### src/rtl/dequant_expand.sv
// Streaming 8->16 bit dequantizer: sign/zero extension followed by a per-tensor
// left or right shift, one tensor of cfg_len elements per configuration.
module dequant_expand #(
    parameter int IN_W    = 8,
    parameter int OUT_W   = 16,
    parameter int SHIFT_W = 3,
    parameter int LEN_W   = 16
) (
    input  logic               clk,
    input  logic               rst,
    input  logic               cfg_valid,
    output logic               cfg_ready,
    input  logic [SHIFT_W-1:0] cfg_shift,
    input  logic               cfg_dir,
    input  logic               cfg_signed,
    input  logic [LEN_W-1:0]   cfg_len,
    input  logic               s_valid,
    output logic               s_ready,
    input  logic [IN_W-1:0]    s_data,
    output logic               m_valid,
    input  logic               m_ready,
    output logic [OUT_W-1:0]   m_data,
    output logic               m_last,
    output logic               busy
);

    typedef enum logic [1:0] {IDLE, RUN, DRAIN} state_t;

    state_t             state, state_nxt;
    logic [SHIFT_W-1:0] shift_r;
    logic               dir_r;
    logic               signed_r;
    logic [LEN_W-1:0]   remaining;
    logic               cfg_fire, s_fire, m_fire;
    logic [OUT_W-1:0]   ext, result;

    assign cfg_fire = cfg_valid & cfg_ready;
    assign s_fire   = s_valid & s_ready;
    assign m_fire   = m_valid & m_ready;

    always_ff @(posedge clk) begin
        if (rst) state <= IDLE;
        else     state <= state_nxt;
    end

    always_comb begin
        state_nxt = state;
        case (state)
            IDLE:    if (cfg_fire && cfg_len != '0) state_nxt = RUN;
            RUN:     if (s_fire && remaining == LEN_W'(1)) state_nxt = DRAIN;
            DRAIN:   if (m_fire && m_last) state_nxt = IDLE;
            default: state_nxt = IDLE;
        endcase
    end

    always_comb begin
        cfg_ready = (state == IDLE);
        busy      = (state != IDLE);
        s_ready   = (state == RUN) && (remaining != '0) && (!m_valid || m_ready);
    end

    // A zero-length config still latches settings but never leaves IDLE.
    always_ff @(posedge clk) begin
        if (rst) begin
            shift_r   <= '0;
            dir_r     <= 1'b0;
            signed_r  <= 1'b0;
            remaining <= '0;
        end else if (cfg_fire) begin
            shift_r   <= cfg_shift;
            dir_r     <= cfg_dir;
            signed_r  <= cfg_signed;
            remaining <= cfg_len;
        end else if (s_fire) begin
            remaining <= remaining - LEN_W'(1);
        end
    end

    always_comb begin
        ext = signed_r ? {{(OUT_W-IN_W){s_data[IN_W-1]}}, s_data}
                       : {{(OUT_W-IN_W){1'b0}}, s_data};
        if (dir_r)
            result = ext << shift_r;
        else if (signed_r)
            result = $unsigned($signed(ext) >>> shift_r);
        else
            result = ext >> shift_r;
    end

    // Single output stage: a new element may load in the same cycle the old one leaves.
    always_ff @(posedge clk) begin
        if (rst) begin
            m_valid <= 1'b0;
            m_data  <= '0;
            m_last  <= 1'b0;
        end else if (s_fire) begin
            m_valid <= 1'b1;
            m_data  <= result;
            m_last  <= (remaining == LEN_W'(1));
        end else if (m_fire) begin
            m_valid <= 1'b0;
            m_last  <= 1'b0;
        end
    end

endmodule

### config.mk
export PLATFORM = sky130hd
export DESIGN_NAME = dequant_expand
export DESIGN_NICKNAME = d
export VERILOG_FILES = /design/src/rtl/dequant_expand.sv
export SDC_FILE = /design/constraint.sdc
export NUM_CORES = 1
export LEC_CHECK = 0
export CAP_MARGIN = 20
export CORE_AREA = 3 3 79 81
export CTS_BUF_LIST = sky130_fd_sc_hd__clkbuf_4
export CTS_CLUSTER_DIAMETER = 60
export DETAILED_ROUTE_END_ITERATION = 10
export DIE_AREA = 0 0 82 84
export GPL_TIMING_DRIVEN = 1
export PLACE_DENSITY = 0.86
export SETUP_SLACK_MARGIN = 0.02
export SYNTH_ARGS = -nofsm -noshare
export SYNTH_HDL_FRONTEND = slang
export SYNTH_SLANG_ARGS = --single-unit
### constraint.sdc
create_clock -name clk -period 2.9 [get_ports clk]
set_input_delay 0.435 -clock clk [delete_from_list [all_inputs] [get_ports clk]]
set_output_delay 0.435 -clock clk [all_outputs]
set_load 0.05 [all_outputs]
==> impl_metrics.csv <==
group,metric,value,unit
final_layout,drive_gt1_frac,0.107,
timing,fin_skew,0.0133,ns
timing,setup_viol,0,
power,seqPwrFrac,0.426,
timing,fin_ws,0.201,ns
synth,ys.flop_type,"dfxtp_1",
setup_path,path_delay_family,"simple AND/OR/NAND/NOR gates",
synth,async_reset_ff_frac,0,
setup_path,r2r_end,"remaining[2]",
synth,synthCells,333,
drt,ant_nets,0,
final_layout,fillCellCount,507,
timing,fmax,370,MHz
drt,wl,7.00,mm
floorplan,die_h,84,um
final_layout,nets,409,
global_routing,grt_pass1_wl,11.5,mm
clocking,clockBufferDepth,2,
setup_path,worstPathCellList,"inv_1 -> ha_1 -> nor3b_1 -> and3_1 -> a21oi_1 -> dlygate4sd2_1",
timing,fin_tns_setup,0,ns
global_routing,use_met3,0.0378,
clocking,cts_num_sinks,41,
floorplan,rows,27,
clocking,cts_buffers,5,
global_routing,top_usage_layer,"met2",
synth,synth_edf_count,0,
floorplan,die_w,82,um
timing,period_share,0.931,
synth,synth_nets,370,
global_routing,grt_pass1_vias,2502,
clocking,cts_tree,"built",
final_layout,final_cell_count_no_fill,445,
setup_path,critPathBufInv,2,
setup_path,rr_startpoint,"remaining[0]",
drt,vias_per_cell,6.13,
power,power.leakage,1.15,nW
final_layout,area_growth,21.7,%
synth,syn_avg_cell_area,8.32,um2
power,switchingPower,619,uW
setup_path,end_kind,"output pin",
floorplan,io_pins,55,
power,switching_share,0.391,
setup_path,worstPathRequired,2.47,ns
global_routing,grt_usage,0.210,
global_routing,grt_max_degree,47,
timing,worst_pin_slew,0.923,ns
global_routing,grt_overflow,0,
status,status,"finished, final reports clean",
worst_hold_path,worstHoldPathCells,2,
synth,ys_ff_latch,41,
power,p_int,966,uW
global_routing,use_met1,0.269,
place,io_buffers,54,
setup_path,reg2reg_depth,8,
clocking,cts_resized,1,
drt,vias,2726,
drt,wire_per_inst,15.7,um
global_routing,met2_usage,0.337,
synth,yosys_warnings,0,
synth,ys_types,55,
power,powerDensity,470,nW/um2
setup_path,critPathMaxFanout,4,
synth,yosys-top-cells-count,"dfxtp_1 (41), nand2_1 (32), nor2_1 (29)",
timing,min_period,2.70,ns
synth,synth_area_leaders,"dfxtp_1 (30%), mux4_2 (6.5%), mux2i_1 (5.1%)",
clocking,clk_latency,0.36,ns
drt,drt_first_pass_iters,4,
timing,rsz0062_at_grt,"false",
final_layout,final_core_util,0.609,
setup_path,crit_path_start_kind,"flip-flop",
drt,drt_iter0_drc,198,
global_routing,antenna_found_initial,0,
timing,relSlewSlack,0.384,
setup_path,criticalPathCategory,"flip-flop to output pin",
final_layout,antenna_cells,0,
setup_path,r2r_slack,0.42,ns
place,dp_slack,0.369,ns
floorplan,die_area,6890,um2
worst_hold_path,hp-start,"m_data[10]",
worst_hold_path,hold_path_end,"m_data[10]",
job,cap_violations,0,
clocking,path_clk_slew,0.12,ns
timing,hold_violations,0,
place,dp_cells,437,
drt,drc,0,
synth,yosysMostFrequentCell,"dfxtp_1",
setup_path,arrival,2.26,ns
clocking,cts_setup_buffers,0,
synth,syn_area,2770,um2
power,comb_power_share,0.388,
synth,synth_top_cell_by_area,"dfxtp_1",
synth,synth-seq-area-share,0.296,
power,irDropWorstVdd,204,uV
synth,synth_top_area_frac,0.296,
clocking,cts_root_buf,"clkbuf_4",
power,power.share.clock,0.186,
clocking,cts_max_level,2,
setup_path,slowest_delay,0.44,ns
timing,slew_viol_final,0,
place,gp_congestion,0.952,
floorplan,coreArea,5540,um2
floorplan,initial_core_util,0.500,
worst_hold_path,hp-class,"flip-flop to flip-flop",
clocking,cts_hold_buffers,0,
setup_path,slowest_stage,"dlygate4sd2_1",
place,dp_hpwl,5.06,mm
[worst min-delay path, delay by kind of cell (launching register included)]
kind | cells | cell delay [ns]
and+or+nand+nor | 1 | 0.05
DFF | 1 | 0.34
AOI/OAI and AO/OA | 1 | 0.05
[cells in the final DEF (no fill, tap or decap), types with 7 or more instances in the layout]
cell type         n
mux2_2            7
nand2b_1          7
clkdlybuf4s50_1  53
a211oi_1         10
mux2i_1          14
nand2_1          32
mux4_2            8
dfxtp_1          41
buf_4             7
nor3_1           16
nor2_1           29
a31oi_1           7
a21oi_1          25
nand4_1           7
nand3_1          10
[sequential cells by signal (all words and copies together), names as in the netlist]
name and cells:
m_data 16, remaining 16, shift_r 3, state 2, dir_r 1, m_last 1
m_valid 1, signed_r 1
[cells by family after synthesis]
logic type               count (synthesis)  synth area share
AO/OA/AOI/OAI                           82             0.204
buffers and inverters                   36            0.0655
adder cells (fa/ha/maj)                  3            0.0136
flip-flops                              41             0.296
AND/OR/NAND/NOR                        140             0.268
multiplexers                            31             0.152
[layout make-up]
class                           instances  area, um2  area share
Clock inverter                          3       17.5     0.00519
Tap cell                               72       90.1      0.0267
Inverter                                6       22.5     0.00668
Multi-Input combinational cell        256       1770       0.525
Sequential cell                        41        821       0.243
Timing Repair Buffer                   62        612       0.181
Clock buffer                            5       37.5      0.0111
[power by group through the flow]
stage | Combinational, mW | Sequential, mW | Clock, mW
floorplan | 0.415 | 0.709 | 0
global placement | 0.600 | 0.682 | 0
detailed placement | 0.611 | 0.686 | 0
CTS | 0.612 | 0.674 | 0.303
global route | 0.669 | 0.683 | 0.322
finish | 0.615 | 0.675 | 0.295
[stage by stage]
step           hold slack, ns  power [mW]  instance area, um2
5_1_grt                 0.491        1.67                3370
3_3_place_gp            0.438        1.28                3320
6_report                0.468        1.59                3370
3_5_place_dp            0.452        1.30                3320
2_1_floorplan           0.424        1.12                2770
4_1_cts                 0.470        1.59                3370
[worst max-delay path by stage]
stage | cells past startpoint | startpoint | slack [ns] | endpoint
3_5_place_dp | 6 | remaining[0] | 0.37 | s_ready
3_3_place_gp | 5 | m_ready | 0.40 | s_ready
6_report | 6 | remaining[0] | 0.20 | s_ready
4_1_cts | 6 | remaining[0] | 0.22 | s_ready
5_1_grt | 6 | remaining[0] | 0.1 | s_ready
2_1_floorplan | 5 | remaining[0] | 0.69 | s_ready
[metal layers]
layer  part of all wire  up-vias
li1                   -     1330
met5                  0        -
met4              0.023        0
met3              0.070       15
met2               0.48       98
met1               0.43     1283
Note: power is estimated with default switching activity, not from simulation.
